**config.mk**
```make
export PLATFORM = sky130hd
export DESIGN_NAME = o_sram_writer_flat
export DESIGN_NICKNAME = d
export VERILOG_FILES = /design/src/rtl/o_sram_writer_if.sv /design/src/rtl/o_sram_writer.sv /design/src/flat_wrapper.sv
export SDC_FILE = /design/constraint.sdc
export NUM_CORES = 1
export LEC_CHECK = 0
export BUFFER_PORTS_ARGS = -buffer_cell sky130_fd_sc_hd__buf_2
export CAP_MARGIN = 30
export CELL_PAD_IN_SITES_DETAIL_PLACEMENT = 0
export CELL_PAD_IN_SITES_GLOBAL_PLACEMENT = 2
export CORE_UTILIZATION = 46
export DETAILED_ROUTE_END_ITERATION = 10
export MAX_ROUTING_LAYER = met4
export PLACE_DENSITY = 0.9
export RECOVER_POWER = 100
export SLEW_MARGIN = 15
export SYNTH_ARGS = -nofsm -noshare
export SYNTH_HDL_FRONTEND = slang
export SYNTH_SLANG_ARGS = --single-unit
export TNS_END_PERCENT = 100
```
**constraint.sdc**
```tcl
create_clock -name clk -period 56 [get_ports clk]
set_clock_uncertainty 0.05 [all_clocks]
set_input_delay 16.8 -clock clk [delete_from_list [all_inputs] [get_ports clk]]
set_output_delay 16.8 -clock clk [all_outputs]
set_load 0.02 [all_outputs]
```
**src/rtl/o_sram_writer_if.sv**
```systemverilog
// Bundles the upstream vector handshake (valid/ready/data) with the
// OSRAM write port (we/addr/wdata/gnt). The writer uses the master side;
// whoever plays the PE and the OSRAM uses the slave side.
interface o_sram_writer_if #(
    parameter int EMBED_DIM = 64,
    parameter int ELEM_W    = 8,
    parameter int SRAM_W    = 128,
    parameter int ADDR_W    = 16
);
    // Upstream vector handshake
    logic                        vld_in;
    logic                        rdy_out;
    logic [EMBED_DIM*ELEM_W-1:0] o_in;

    // OSRAM write port
    logic                        sram_we;
    logic [ADDR_W-1:0]           sram_addr;
    logic [SRAM_W-1:0]           sram_wdata;
    logic                        sram_gnt;

    modport master (
        input  vld_in,
        input  o_in,
        input  sram_gnt,
        output rdy_out,
        output sram_we,
        output sram_addr,
        output sram_wdata
    );

    modport slave (
        output vld_in,
        output o_in,
        output sram_gnt,
        input  rdy_out,
        input  sram_we,
        input  sram_addr,
        input  sram_wdata
    );
endinterface

```
**src/rtl/o_sram_writer.sv**
```systemverilog
// Output-side OSRAM writer. Accepts whole output vectors from a PE into a
// small register FIFO, then slices the FIFO head into SRAM_W-wide beats and
// writes them to consecutive OSRAM addresses. One start pulse arms a batch of
// num_rows vectors; a single-cycle done pulse closes it.
module o_sram_writer #(
    parameter int EMBED_DIM  = 64,
    parameter int ELEM_W     = 8,
    parameter int SRAM_W     = 128,
    parameter int FIFO_DEPTH = 2,
    parameter int ADDR_W     = 16,
    parameter int ROWS_W     = 8
) (
    input  logic                 clk,
    input  logic                 rst,
    input  logic                 start,
    input  logic [ADDR_W-1:0]    base_addr_in,
    input  logic [ROWS_W-1:0]    num_rows_in,
    o_sram_writer_if.master      bus,
    output logic                 busy,
    output logic                 done
);

    localparam int VEC_W  = EMBED_DIM * ELEM_W;
    localparam int BEATS  = VEC_W / SRAM_W;
    localparam int BEAT_W = (BEATS > 1) ? $clog2(BEATS) : 1;
    localparam int PTR_W  = (FIFO_DEPTH > 1) ? $clog2(FIFO_DEPTH) : 1;
    localparam int CNT_W  = $clog2(FIFO_DEPTH + 1);

    localparam logic [ADDR_W-1:0] BEATS_A   = ADDR_W'(BEATS);
    localparam logic [BEAT_W-1:0] LAST_BEAT = BEAT_W'(BEATS - 1);

    typedef enum logic [1:0] {
        ST_IDLE = 2'd0,
        ST_RUN  = 2'd1,
        ST_DONE = 2'd2
    } state_t;

    state_t             r_state;
    state_t             w_state_next;

    // Batch parameters and progress counters
    logic [ADDR_W-1:0]  r_base;
    logic [ROWS_W-1:0]  r_num_rows;
    logic [ROWS_W-1:0]  r_accepted;
    logic [ROWS_W-1:0]  r_row;
    logic [BEAT_W-1:0]  r_beat;

    // Vector FIFO
    logic [VEC_W-1:0]   r_mem [FIFO_DEPTH];
    logic [PTR_W-1:0]   r_wr_ptr;
    logic [PTR_W-1:0]   r_rd_ptr;
    logic [CNT_W-1:0]   r_count;

    logic               w_full;
    logic               w_empty;
    logic               w_rdy;
    logic               w_we;
    logic               w_push;
    logic               w_beat_gnt;
    logic               w_last_beat;
    logic               w_pop;
    logic               w_last_row;
    logic               w_start_acc;
    logic [VEC_W-1:0]   w_head;
    logic [SRAM_W-1:0]  w_beat_data [BEATS];
    logic [ADDR_W-1:0]  w_addr;

    assign w_full      = (r_count == CNT_W'(FIFO_DEPTH));
    assign w_empty     = (r_count == '0);
    assign w_push      = w_rdy && bus.vld_in;
    assign w_beat_gnt  = w_we && bus.sram_gnt;
    assign w_last_beat = (r_beat == LAST_BEAT);
    assign w_pop       = w_beat_gnt && w_last_beat;
    assign w_last_row  = ((r_row + ROWS_W'(1)) == r_num_rows);
    assign w_start_acc = (r_state == ST_IDLE) && start;

    // Head vector split into beats; beat 0 is the least significant slice.
    assign w_head = r_mem[r_rd_ptr];
    generate
        for (genvar gi = 0; gi < BEATS; gi++) begin : g_beat_slice
            assign w_beat_data[gi] = w_head[gi*SRAM_W +: SRAM_W];
        end
    endgenerate

    // Address arithmetic wraps naturally at 2^ADDR_W.
    assign w_addr = r_base + (ADDR_W'(r_row) * BEATS_A) + ADDR_W'(r_beat);

    // Address/data are forced to zero whenever no write is requested so that
    // the bus idles at a clean value (and reads zero straight out of reset).
    assign bus.rdy_out    = w_rdy;
    assign bus.sram_we    = w_we;
    assign bus.sram_addr  = w_we ? w_addr : '0;
    assign bus.sram_wdata = w_we ? w_beat_data[r_beat] : '0;

    // State register
    always_ff @(posedge clk or posedge rst) begin
        if (rst) begin
            r_state <= ST_IDLE;
        end else begin
            r_state <= w_state_next;
        end
    end

    // Next-state and Moore outputs; everything here depends on registered
    // state only except the RUN->DONE decision, which needs the grant.
    always_comb begin
        w_state_next = r_state;
        w_rdy        = 1'b0;
        w_we         = 1'b0;
        busy         = 1'b0;
        done         = 1'b0;
        case (r_state)
            ST_IDLE: begin
                if (start) begin
                    w_state_next = (num_rows_in == '0) ? ST_DONE : ST_RUN;
                end
            end
            ST_RUN: begin
                busy  = 1'b1;
                w_rdy = !w_full && (r_accepted < r_num_rows);
                w_we  = !w_empty;
                if (w_we && bus.sram_gnt && w_last_beat && w_last_row) begin
                    w_state_next = ST_DONE;
                end
            end
            ST_DONE: begin
                busy         = 1'b1;
                done         = 1'b1;
                w_state_next = ST_IDLE;
            end
            default: begin
                w_state_next = ST_IDLE;
            end
        endcase
    end

    // Latch batch parameters on start; track accepted vectors, written rows
    // and the beat within the current row.
    always_ff @(posedge clk or posedge rst) begin
        if (rst) begin
            r_base     <= '0;
            r_num_rows <= '0;
            r_accepted <= '0;
            r_row      <= '0;
            r_beat     <= '0;
        end else if (w_start_acc) begin
            r_base     <= base_addr_in;
            r_num_rows <= num_rows_in;
            r_accepted <= '0;
            r_row      <= '0;
            r_beat     <= '0;
        end else begin
            if (w_push) begin
                r_accepted <= r_accepted + ROWS_W'(1);
            end
            if (w_beat_gnt) begin
                if (w_last_beat) begin
                    r_beat <= '0;
                    r_row  <= r_row + ROWS_W'(1);
                end else begin
                    r_beat <= r_beat + BEAT_W'(1);
                end
            end
        end
    end

    // FIFO pointers and occupancy; a new batch starts from an empty FIFO.
    always_ff @(posedge clk or posedge rst) begin
        if (rst) begin
            r_wr_ptr <= '0;
            r_rd_ptr <= '0;
            r_count  <= '0;
        end else if (w_start_acc) begin
            r_wr_ptr <= '0;
            r_rd_ptr <= '0;
            r_count  <= '0;
        end else begin
            if (w_push) begin
                r_wr_ptr <= r_wr_ptr + PTR_W'(1);
            end
            if (w_pop) begin
                r_rd_ptr <= r_rd_ptr + PTR_W'(1);
            end
            case ({w_push, w_pop})
                2'b10:   r_count <= r_count + CNT_W'(1);
                2'b01:   r_count <= r_count - CNT_W'(1);
                default: r_count <= r_count;
            endcase
        end
    end

    // FIFO storage; contents are only meaningful under the occupancy count,
    // so the array itself carries no reset.
    always_ff @(posedge clk) begin
        if (w_push) begin
            r_mem[r_wr_ptr] <= bus.o_in;
        end
    end

endmodule

```
**src/flat_wrapper.sv**
```systemverilog
// flat-port wrapper written by rule: the top's interface ports become plain ports
module o_sram_writer_flat 
#(
    parameter int EMBED_DIM  = 64,
    parameter int ELEM_W     = 8,
    parameter int SRAM_W     = 128,
    parameter int FIFO_DEPTH = 2,
    parameter int ADDR_W     = 16,
    parameter int ROWS_W     = 8
)
  (clk, rst, start, base_addr_in, num_rows_in, busy, done, bus_vld_in, bus_o_in, bus_sram_gnt, bus_rdy_out, bus_sram_we, bus_sram_addr, bus_sram_wdata);
  o_sram_writer_if #(.EMBED_DIM(EMBED_DIM), .ELEM_W(ELEM_W), .SRAM_W(SRAM_W), .ADDR_W(ADDR_W)) bus_i ();
  input  logic clk;
  input  logic rst;
  input  logic start;
  input  logic [ADDR_W-1:0] base_addr_in;
  input  logic [ROWS_W-1:0] num_rows_in;
  output logic busy;
  output logic done;
  input wire logic [$bits(bus_i.vld_in)-1:0] bus_vld_in;
  input wire logic [$bits(bus_i.o_in)-1:0] bus_o_in;
  input wire logic [$bits(bus_i.sram_gnt)-1:0] bus_sram_gnt;
  output wire logic [$bits(bus_i.rdy_out)-1:0] bus_rdy_out;
  output wire logic [$bits(bus_i.sram_we)-1:0] bus_sram_we;
  output wire logic [$bits(bus_i.sram_addr)-1:0] bus_sram_addr;
  output wire logic [$bits(bus_i.sram_wdata)-1:0] bus_sram_wdata;
  assign bus_i.vld_in = bus_vld_in;
  assign bus_i.o_in = bus_o_in;
  assign bus_i.sram_gnt = bus_sram_gnt;
  assign bus_rdy_out = bus_i.rdy_out;
  assign bus_sram_we = bus_i.sram_we;
  assign bus_sram_addr = bus_i.sram_addr;
  assign bus_sram_wdata = bus_i.sram_wdata;
  o_sram_writer #(.EMBED_DIM(EMBED_DIM), .ELEM_W(ELEM_W), .SRAM_W(SRAM_W), .FIFO_DEPTH(FIFO_DEPTH), .ADDR_W(ADDR_W), .ROWS_W(ROWS_W)) u_core (.clk(clk), .rst(rst), .start(start), .base_addr_in(base_addr_in), .num_rows_in(num_rows_in), .bus(bus_i), .busy(busy), .done(done));
endmodule
```
After elaboration in Yosys (flattened, before gate mapping)
Memories as Yosys holds them, arrays and structs flattened.
Cells that the tools add are included.
Cells by class
  add/sub/neg operators: 9
  multipliers: 0
  divide/modulo/power cells: 0
  order comparisons: 2
  equal/unequal tests: 9
  shift-type cells: 0
  muxes and demuxes: 29
  bitwise operators: 1
  reductions and logical operators: 21
Operator list (number)
  $mux W128: 3
  $bmux W128 S2: 1
  $mux W8: 5
  $add A16 B10 Y16: 1
  $add A16 B2 Y16: 1
  $add A8 B1 Y8 const B: 2
  $mux W16: 1
  $mux W2: 7
  $mux W1: 10
  $eq A2 B2 Y1 const B: 4
  $eq A8 B8 Y1: 1
  $logic_and A1 B1 Y1: 8
  $logic_not A8 Y1: 1
  $lt A8 B8 Y1: 1
  $pmux W2 S2: 2
  $reduce_bool A2 Y1: 4
  $add A2 B1 Y2 const B: 2
  $eq A2 B1 Y1 const B: 2
  $logic_not A2 Y1: 2
  $reduce_and A2 Y1: 2
  $ge A3 B3 Y1 const B: 1
  $not A2 Y3: 1
  $reduce_bool A3 Y1: 1
  $add A1 B1 Y1 const B: 2
  other kinds (5): 6
Word-level totals
  bits in registers: 48
  bits in latches: 0
  RAM bits: 1024
  bits in read-only memories: 0
  input bits: 541
  memories kept: 1
Memories
  u_core.r_mem: words 2, width 512, rd ports 1, clocked after Yosys merged registers in 0, write ports 1, RTL line o_sram_writer.sv:49  | logic [VEC_W-1:0] r_mem [FIFO_DEPTH];

Logic depth before layout (Yosys ltp)
  depth after elaboration: 8
  depth in mapped cells: 9
  depth with buffers taken out: 9

Worst setup path before layout
No wires, ideal clock.
  path type: input -> register
  start point: input bus_vld_in
  end point: memory u_core.r_mem[0][0] in the netlist's numbering, enable pin
  library setup time: 1460 ps
  arrival time: 39774 ps
  path slack: 14715 ps
  stages on the path: 4
  buffers on the path: 1
  path through: inv_1 > a211oi_4 > buf_6 > nor2b_1
On the way
  longest elaborated chain between the ends: 3
Ends and longest elaborated chain
  start, declared: RTL line flat_wrapper.sv:20  | input wire logic [$bits(bus_i.vld_in)-1:0] bus_vld_in;
  $logic_and A1 B1 Y1: RTL line o_sram_writer.sv:70  | assign w_push = w_rdy && bus.vld_in;
  $mux W1: RTL line o_sram_writer.sv:195  | if (w_push) begin
  $mux W1 (implied by the code): RTL line o_sram_writer.sv:196  | r_mem[r_wr_ptr] <= bus.o_in;
  end, declared: RTL line o_sram_writer.sv:49
No other way between the ends.

Worst setup path after layout
  start point: input bus_vld_in
  end point: memory u_core.r_mem[1][116] in the netlist's numbering, enable pin
Same word-level chain as after synthesis.

==> flow_summary.ini <==
[logic_synthesis]
seq_area_frac_synth_pct = 76.20
synth.distinct_cells = 59
ys_async_sr_fraction_pct = 4.478
syn_area_um2 = 41930
ys.flop_type = edfxtp_1
ys_top_cells_by_count = 1024 x edfxtp_1, 256 x mux4_2, 161 x nor2_1
yosysTopAreaCellShare_pct = 73.33
synth_area_leaders = edfxtp_1 73%, mux4_2 14%, mux2i_1 3.1%
synth_edf_count = 1024
ys_warn_count = 0
yosysTopAreaCell = edfxtp_1
synth-seq-cells = 1072
syn_inst = 2008
synth.most_common_cell = edfxtp_1
synth_fp_nets = 2573
avgSynthCellArea_um2 = 20.88

[clock_network]
htreeDepth = 3
ctsHoldBuffers = 0
cts_resized = 0
cts_sinks = 1072
clockBufferDepth = 3
clk_latency_ps = 670
numCtsBuffers = 108
cts_tree = yes
postCtsSetupRepairBufs = 0
root_buffer = clkbuf_16
clkTransAtPathRegs_ps = 60

[floorplan]
row_count = 110
die_h_um = 303.9
chipWidth_um = 303.9
die_area_um2 = 92370
pin_count = 689
core_area_um2 = 90150
start_util_pct = 46.51

[cells_and_area]
register_area_um2 = 31950
fillCellCount = 7164
drive_above_1_share_pct = 24.40
synthToLayoutAreaGrowth_pct = 18.42
design_area_um2 = 49660
multi_input_area_um2 = 9462
fin_nets = 3298

[worst_setup_path]
cp_data_arrival_time_ps = 32740
worstSetupEndpointType = register
cp_max_fo = 173
crit_required_ps = 56130
crit_type = input port to register
startpoint_type = input port

[power_and_ir_drop]
p_seq_share_pct = 49.5
pwr-share-clk_pct = 33.1
vdd_drop_max_uv = 36.68
p_sw_mw = 0.5215
p_int_mw = 1.575
p_sw_share_pct = 24.88
pwr-share-comb_pct = 17.3
leakagePower_nw = 15.86
powerDensity_nw_per_um2 = 42.22

[worst_hold_path]
min_path_type = register to register

[detailed_routing]
detail-route-antenna-nets = 0
wirelength_um = 98650
vias = 22070
drt-initial-drc-count = 1683
drc_errors = 0
routedWlPerCell_um = 24.26
dr.pass1.iters = 5
viasPerCell = 5.427

[timing]
fmax_ghz = 0.03067
maxSlewHeadroom_pct = -576.7
drv_slew = 1447
min_period_ps = 32610
tightest_slew_ps = 10150
min_period_over_period_pct = 58.23
fin_setup_tns_ps = 0
rsz0062_at_grt = false
hold_viol = 0
setup_violations = 0

[placed_design]
place_area_um2 = 46730
hpwl_um = 64700
gp_congestion = 0.8301
port_buffers = 688

[grt]
grt_usage_pct = 21.72
grt_remaining_overflow = 0
grt_max_degree = 174
grt_pass1_vias = 23410
grt_antenna_before_repair = 71
grt_pass1_wl_um = 144900

[status]
violations = capacitance limit, slew limit
status = finished, violations left

[job]
max-cap-violations = 20
-- flip-flops by register name, indices dropped and copies added, names as in the netlist --
register           cells
u_core.r_state         2
u_core.r_beat          2
u_core.r_wr_ptr        1
u_core.r_mem        1024
u_core.r_row           8
u_core.r_rd_ptr        1
u_core.r_num_rows      8
u_core.r_base         16
u_core.r_accepted      8
u_core.r_count         2
-- worst paths after layout --
check                                               from                          endpoint  slack, ps  cells past startpoint
setup / recovery                              bus_vld_in    u_core.r_mem[1][116]$_DFFE_PP_      23390                      7
hold / removal              u_core.r_base[3]$_DFFE_PP0P_      u_core.r_base[3]$_DFFE_PP0P_        430                      2
setup reg to reg           u_core.r_state[1]$_DFFE_PP0P_    u_core.r_mem[1][116]$_DFFE_PP_      38030                     10
hold reg to reg             u_core.r_base[3]$_DFFE_PP0P_      u_core.r_base[3]$_DFFE_PP0P_        430                      2
max in group asynchronous                            rst  u_core.r_accepted[2]$_DFFE_PP0P_      37600                      3
min in group asynchronous                            rst      u_core.r_base[8]$_DFFE_PP0P_      16150                      2
-- cells in the final DEF (no fill, tap or decap), types with 3 or more instances in the layout --
master,count
xor2_1,13
buf_12,4
nor2b_1,3
buf_4,4
nor3_1,9
a21o_1,8
diode_2,70
nand2_1,75
mux2i_1,131
dfrtp_1,47
clkinv_1,26
and2_0,3
clkinv_2,23
o21a_1,4
a31oi_1,3
ha_1,23
nor3b_1,3
nor4_1,3
bufinv_16,9
buf_2,257
nor2_1,161
o21ai_0,19
edfxtp_1,1024
and3_1,4
nand3_1,13
mux4_2,256
inv_1,16
and2_1,3
or3_1,5
clkbuf_16,109
o211ai_1,5
clkbuf_1,467
a211oi_1,4
inv_6,5
a21oi_1,19
xnor2_1,15
-- power groups by stage --
stage | logic, mW | clock network, mW | registers, mW
final | 0.363 | 0.695 | 1.04
after global routing | 0.391 | 0.737 | 1.05
after CTS | 0.337 | 0.709 | 1.02
after detailed placement | 0.335 | 0 | 1.04
after global placement | 0.326 | 0 | 1.03
after floorplan | 0.233 | 0 | 1.10
-- through the flow --
stage | hold WS, ps | total power [mW] | util (%) | std cells | worst slack, ps
final | 428.5 | 2.097 | 55.08 | 4066 | 23390
after global routing | 457.0 | 2.175 | 55.08 | 4066 | 22080
after CTS | 439.9 | 2.069 | 55.62 | 3990 | 34850
after detailed placement | 424.7 | 1.374 | 51.83 | 3793 | 34130
after global placement | 420.6 | 1.357 | 51.77 | 3790 | 34310
after floorplan | 399.7 | 1.330 | - | 2008 | 14720
-- worst max-delay path, cell delays in order --
cell and delay (ps):
buf_2 80, inv_1 80, a211oi_1 1610, and2_0 3240, clkbuf_1 7120, clkbuf_1 820
clkbuf_1 2710
-- layout make-up --
class / count / area share (%)
multi-input combinational: 817 / 19.05
sequential: 1072 / 64.35
antenna: 70 / 0.3528
clock inverter: 68 / 1.189
timing repair buffer: 717 / 6.277
clock buffer: 129 / 5.684
inverter: 17 / 0.1285
tap: 1176 / 2.963
-- routing by layer --
layer | up-vias | routed length (um) | GRT usage, %
li1 | 9729 | - | -
met1 | 11350 | 35600 | 24.18
met2 | 766 | 52270 | 35.82
met3 | 218 | 6532 | 6.045
met4 | 0 | 4257 | 11.08
met5 | - | 0 | -
-- logic make-up (layout without fill, tap and decap cells) --
logic type | Yosys count | in the layout | share of synthesized area (%)
buf+inv | 119 | 931 | 1.194
flops | 1072 | 1072 | 76.20
mux | 387 | 387 | 16.88
simple gates | 295 | 295 | 2.990
xor+xnor | 28 | 28 | 0.5848
other cells | 0 | 70 | 0
fa+ha+maj | 24 | 24 | 0.7340
compound gates | 83 | 83 | 1.426
(Power assumes the default switching activity.)
